### config.mk
export PLATFORM = sky130hd
export DESIGN_NAME = keypad_emulator
export DESIGN_NICKNAME = d
export VERILOG_FILES = /design/src/rtl/keypad_pkg.sv /design/src/rtl/lfsr8.sv /design/src/rtl/keypad_emulator.sv
export SDC_FILE = /design/constraint.sdc
export NUM_CORES = 1
export LEC_CHECK = 0
export CORE_MARGIN = 2
export CORE_UTILIZATION = 46
export CTS_CLUSTER_SIZE = 20
export DETAILED_ROUTE_END_ITERATION = 10
export PLACE_DENSITY_LB_ADDON = 0.12
export REMOVE_ABC_BUFFERS = 1
export SLEW_MARGIN = 10
export SYNTH_ARGS = -nofsm -noshare
export SYNTH_HDL_FRONTEND = slang
export SYNTH_SLANG_ARGS = --single-unit
### constraint.sdc
create_clock -name clock -period 4.2 [get_ports clock]
set_input_delay 0.84 -clock clock [delete_from_list [all_inputs] [get_ports clock]]
set_output_delay 0.84 -clock clock [all_outputs]
set_load 0.05 [all_outputs]
### src/rtl/keypad_pkg.sv
// Shared keypad definitions: FSM state codes, keycode field positions and bounce LFSR.
// The scanner uses the same keycode field positions.
package keypad_pkg;

  typedef logic [1:0] state_t;
  localparam state_t ST_IDLE  = 2'd0;
  localparam state_t ST_PRESS = 2'd1;
  localparam state_t ST_HELD  = 2'd2;
  localparam state_t ST_REL   = 2'd3;

  localparam int ROW_MSB = 3;
  localparam int ROW_LSB = 2;
  localparam int COL_MSB = 1;
  localparam int COL_LSB = 0;

  // x^8+x^6+x^5+x^4+1, feedback shifted in at bit 0
  localparam logic [7:0] LFSR_TAPS         = 8'hB8;
  localparam logic [7:0] LFSR_SEED_DEFAULT = 8'hA5;

  function automatic logic [7:0] lfsr_next(input logic [7:0] s);
    return {s[6:0], ^(s & LFSR_TAPS)};
  endfunction

endpackage

### src/rtl/lfsr8.sv
// 8-bit Fibonacci LFSR used to generate contact-bounce noise.
module lfsr8
  import keypad_pkg::*;
#(
  parameter logic [7:0] SEED = LFSR_SEED_DEFAULT
) (
  input  logic       clock,
  input  logic       reset,
  input  logic       enable,
  output logic [7:0] state
);

  always_ff @(posedge clock or posedge reset) begin
    if (reset)       state <= SEED;
    else if (enable) state <= lfsr_next(state);
  end

endmodule

### src/rtl/keypad_emulator.sv
// Emulates one matrix-keypad switch with bounce: answers a scanner's column
// drive on the latched key's row while the emulated contact is closed.
module keypad_emulator
  import keypad_pkg::*;
#(
  parameter int         BOUNCE_CYCLES = 16,
  parameter logic [7:0] LFSR_SEED     = LFSR_SEED_DEFAULT
) (
  input  logic        clock,
  input  logic        reset,
  input  logic [3:0]  col,
  input  logic        press_req,
  input  logic [3:0]  keycode_in,
  input  logic [15:0] hold_cycles,
  output logic [3:0]  row,
  output logic        contact,
  output logic        busy,
  output logic        done
);

  localparam bit          NOBOUNCE = (BOUNCE_CYCLES == 0);
  localparam logic [15:0] BLOAD    = NOBOUNCE ? 16'd0 : 16'(BOUNCE_CYCLES - 1);

  state_t      state, nxt;
  logic [15:0] bcnt, hcnt;
  logic [3:0]  key;
  logic [7:0]  lfsr;
  logic        bouncing, accept, nbit;

  assign bouncing = (state == ST_PRESS) || (state == ST_REL);
  assign accept   = (state == ST_IDLE) && press_req;
  assign busy     = (state != ST_IDLE);
  // contact is registered, so it must see the LFSR value of the cycle it will be shown in
  assign nbit     = bouncing ? ^(lfsr & LFSR_TAPS) : lfsr[0];

  lfsr8 #(.SEED(LFSR_SEED)) u_lfsr (
    .clock  (clock),
    .reset  (reset),
    .enable (bouncing),
    .state  (lfsr)
  );

  always_comb begin
    nxt = state;
    case (state)
      ST_IDLE:  if (press_req)  nxt = NOBOUNCE ? ST_HELD : ST_PRESS;
      ST_PRESS: if (bcnt == '0) nxt = ST_HELD;
      ST_HELD:  if (hcnt == '0) nxt = NOBOUNCE ? ST_IDLE : ST_REL;
      ST_REL:   if (bcnt == '0) nxt = ST_IDLE;
      default:                  nxt = ST_IDLE;
    endcase
  end

  always_ff @(posedge clock or posedge reset) begin
    if (reset) begin
      state   <= ST_IDLE;
      contact <= 1'b0;
      done    <= 1'b0;
      bcnt    <= '0;
      hcnt    <= '0;
      key     <= '0;
    end else begin
      state <= nxt;
      done  <= (state != ST_IDLE) && (nxt == ST_IDLE);
      case (nxt)
        ST_HELD:         contact <= 1'b1;
        ST_PRESS, ST_REL: contact <= nbit;
        default:         contact <= 1'b0;
      endcase
      // hold of zero still gives one closed cycle
      if (accept) begin
        key  <= keycode_in;
        hcnt <= (hold_cycles == '0) ? 16'd0 : hold_cycles - 16'd1;
      end else if (state == ST_HELD && hcnt != '0) begin
        hcnt <= hcnt - 16'd1;
      end
      if ((nxt == ST_PRESS || nxt == ST_REL) && nxt != state) bcnt <= BLOAD;
      else if (bouncing && bcnt != '0)                       bcnt <= bcnt - 16'd1;
    end
  end

  always_comb begin
    row = 4'hF;
    if (contact && !col[key[COL_MSB:COL_LSB]]) row[key[ROW_MSB:ROW_LSB]] = 1'b0;
  end

endmodule

==> summary.txt <==
Status
  – Status: completed

Die
  – Core Box Area: 5960 um^2
  – Chip width: 82.8 um
  – Row count: 28
  – Die Span Y: 82.8 um
  – Die area: 6860 um^2
  – Initial core utilization: 48.0%
  – # IOs: 34

Clock network
  – Clk buf depth: 2
  – Total setup buffers inserted after CTS: 0
  – Hold bufs inserted after CTS: 0
  – CTS tree: done
  – Post-cts sizing count: 0
  – H-tree depth: 2
  – Clk sinks: 48
  – Clock-pin slew on the worst setup and hold paths: 0.09 ns
  – CTS Root Cell: clkbuf_8
  – Num CTS Buffers: 5
  – Worst-Skew Late Latency: 0.30 ns

Layout
  – Final #Nets: 354
  – Fillers: 532
  – Area delta synth->final: 18.3%
  – Layout cells sized above 1: 14.8%
  – Multi-input gate area: 1580 um^2
  – Non-Filler Instances: 399
  – Final cell utilization of the core: 56.7%
  – # diodes: 0
  – Register area: 1210 um^2

Setup path
  – Worst r2r dst: bcnt[9]
  – R2R Path Start: hcnt[0]
  – Required @ worst endpoint: 3.36 ns
  – R2R cell count: 7
  – Crit path max fanout: 3
  – CP arrival: 2.90 ns
  – CP endpoint: row[0]
  – Worst Setup End Kind: output port
  – FF-to-FF setup slack: 1.68 ns
  – Critical path class: in -> out
  – Crit path from: col[3]
  – CP Launch Type: primary input

Logic synthesis
  – Mux cell area share after synthesis: 7.23%
  – Post-synthesis adder-cell area fraction: 1.75%
  – Post-Syn Area per Cell: 9.92 um^2
  – XOR/XNOR share of the synthesized area: 7.97%
  – Number of synthesized flops with an enable pin: 0
  – Sequential-to-total area share from yosys stat: 42.2%
  – Compound-Gate Fraction of Synth Area: 14.3%
  – Area leader, netlist: dfrtp_1
  – Synth Register Bits: 48
  – Synthesized cell area: 2860 um^2
  – Async set-reset flop share out of synthesis: 100%
  – Simple logic cell fraction of the synthesized area: 23.9%
  – Top-area cell type share of the netlist area: 38.5%
  – Syn. warnings: 0
  – Synth cell types: 55
  – Synth Instances: 288
  – Synth area leaders: dfrtp_1 (39%), xnor2_1 (4.9%), mux2_2 (4.3%), dfstp_2 (3.7%), xor2_1 (3.1%)
  – Largest family of logic cells by synthesized area: simple AND/OR/NAND/NOR gates
  – Main synth FF type: dfrtp_1

Placement
  – Post-DP HPWL: 4.32 mm
  – Global placer's final weighted congestion: 0.803
  – Placed insts: 391
  – IO buf count: 33

STA
  – Fin. max-slew vios: 0
  – Minimum clock period: 3.74 ns
  – Worst slew pin tran: 0.977 ns
  – Final worst path period share: 89.0%
  – Slew HR: 34.8%
  – Fmax: 268 MHz
  – Final Skew: 0.00535 ns
  – RSZ-0062 raised after global routing: no
  – Final setup TNS: 0 ns
  – Final setup vio count: 0
  – Endpoints failing hold: 0

Min path
  – Hold_sp: bcnt[6]
  – Worst min path class: reg -> reg

Power and ir drop
  – Pint: 0.000691 W
  – Worst ir drop on vdd: 0.133 mV
  – Net Sw Frac: 22.9%
  – Tot Pwr: 0.000897 W
  – Combinational share of power: 9.2%
  – P_leak: 1.26 nW
  – Clock power frac: 37.2%
  – Part of the power in registers: 53.6%
  – Pwr dens: 265 nW/um^2
  – Psw: 0.000205 W

Route
  – First-pass iteration count of the detailed router: 4
  – First DRT Iteration DRCs: 108
  – Per-cell routed wire length: 14.8 um
  – DRC viols: 0
  – Vias per cell: 5.82
  – Top Layer Used: met4
  – Routed vias: 2322
  – WL met2: 2.69 mm
  – DR WL met3: 232 um
  – Number of routed nets with antenna violations: 0
  – M1 WL: 2.96 mm
  – Routed WL: 5.91 mm

Global route
  – Number of global-route vias before repair: 2190
  – Initial antenna violation count: 0
  – Total grt overflow: 0
  – First-pass GRT wire length: 10.4 mm
  – Largest net degree at the start of global routing: 49
  – Gr usage total: 18.1%

Run
  – Max cap viols: 0
## worst max-delay path, cell delays in order
cell             delay [ns]
clkdlybuf4s50_1        0.40
mux4_2                 0.46
nor2b_1                0.21
nor2b_1                0.21
nand2b_1               0.08
clkdlybuf4s50_1        0.70
## layer usage
metal | track usage [%] | vias up
met5 | 0 | -
met4 | 4.17 | 0
met3 | 3.38 | 2
met2 | 27.6 | 48
met1 | 26.7 | 1127
li1 | - | 1145
## area by class of cell
cell class              count  share of cell area, %
multi-input cells         222                   46.7
flip-flops and latches     48                   35.7
repair buffers             36                   10.4
well taps                  75                   2.78
clock buffers               5                   2.04
clock inverters             3                   1.26
inverters                  10                   1.11
## how the worst min path moves through the flow
stage,cells after the start,to
6_report,1,bcnt[6]
5_1_grt,1,bcnt[6]
4_1_cts,1,bcnt[6]
3_5_place_dp,1,bcnt[6]
3_3_place_gp,1,bcnt[6]
2_1_floorplan,1,bcnt[6]
## cells in the final DEF (no fill, tap or decap), types with 4 or more instances in the layout
cell and count:
dfrtp_1 44, clkdlybuf4s50_1 33, nor2_1 20, nand2_1 18
xnor2_1 16, nor3_1 12, mux2_2 11, o22ai_1 11
xor2_1 10, nor4_1 9, inv_1 9, o21ai_0 8
nand3_1 7, mux2i_1 6, nor2b_1 6, a21oi_1 6
a31o_2 6, o211ai_1 6, clkbuf_8 5, nand2b_1 4
nor4b_1 4, or4_1 4, or3_1 4, nand3b_1 4
o21a_1 4, ha_1 4, dfstp_2 4
## registers in the layout, summed over array words and instances (netlist names)
name	cells
done	1
u_lfsr.state	8
contact	1
hcnt	16
state	2
bcnt	16
key	4
## logic make-up (layout without fill, tap and decap cells)
family          after synthesis  count (layout)
fa+ha+maj                     4               4
flops                        48              48
mux                          18              18
buf+inv                      18              54
compound gates               58              58
xor+xnor                     26              26
simple gates                116             116
## power by group through the flow
stage	Combinational [W]	Clock, W	Sequential, W
6_report	0.0000821	0.000334	0.000480
5_1_grt	0.0000922	0.000361	0.000482
4_1_cts	0.0000833	0.000343	0.000480
3_5_place_dp	0.0000832	0	0.000489
3_3_place_gp	0.0000820	0	0.000489
2_1_floorplan	0.0000427	0	0.000487
## stage by stage
stage,hold WS [ns],instance area (um^2),setup WS (ns)
final,0.514,3380,0.462
after global routing,0.538,3380,0.352
after CTS,0.514,3380,0.448
after detailed placement,0.493,3270,0.451
after global placement,0.481,3270,0.538
after floorplan,0.464,2820,1.43
## cell usage after synthesis (7+ instances only)
cell,count
dfrtp_1,44
inv_1,10
mux2_2,11
nand2_1,18
nand3_1,7
nor2_1,20
nor3_1,12
nor4_1,9
o21ai_0,8
o22ai_1,11
xnor2_1,16
xor2_1,10
(Power assumes the default switching activity.)
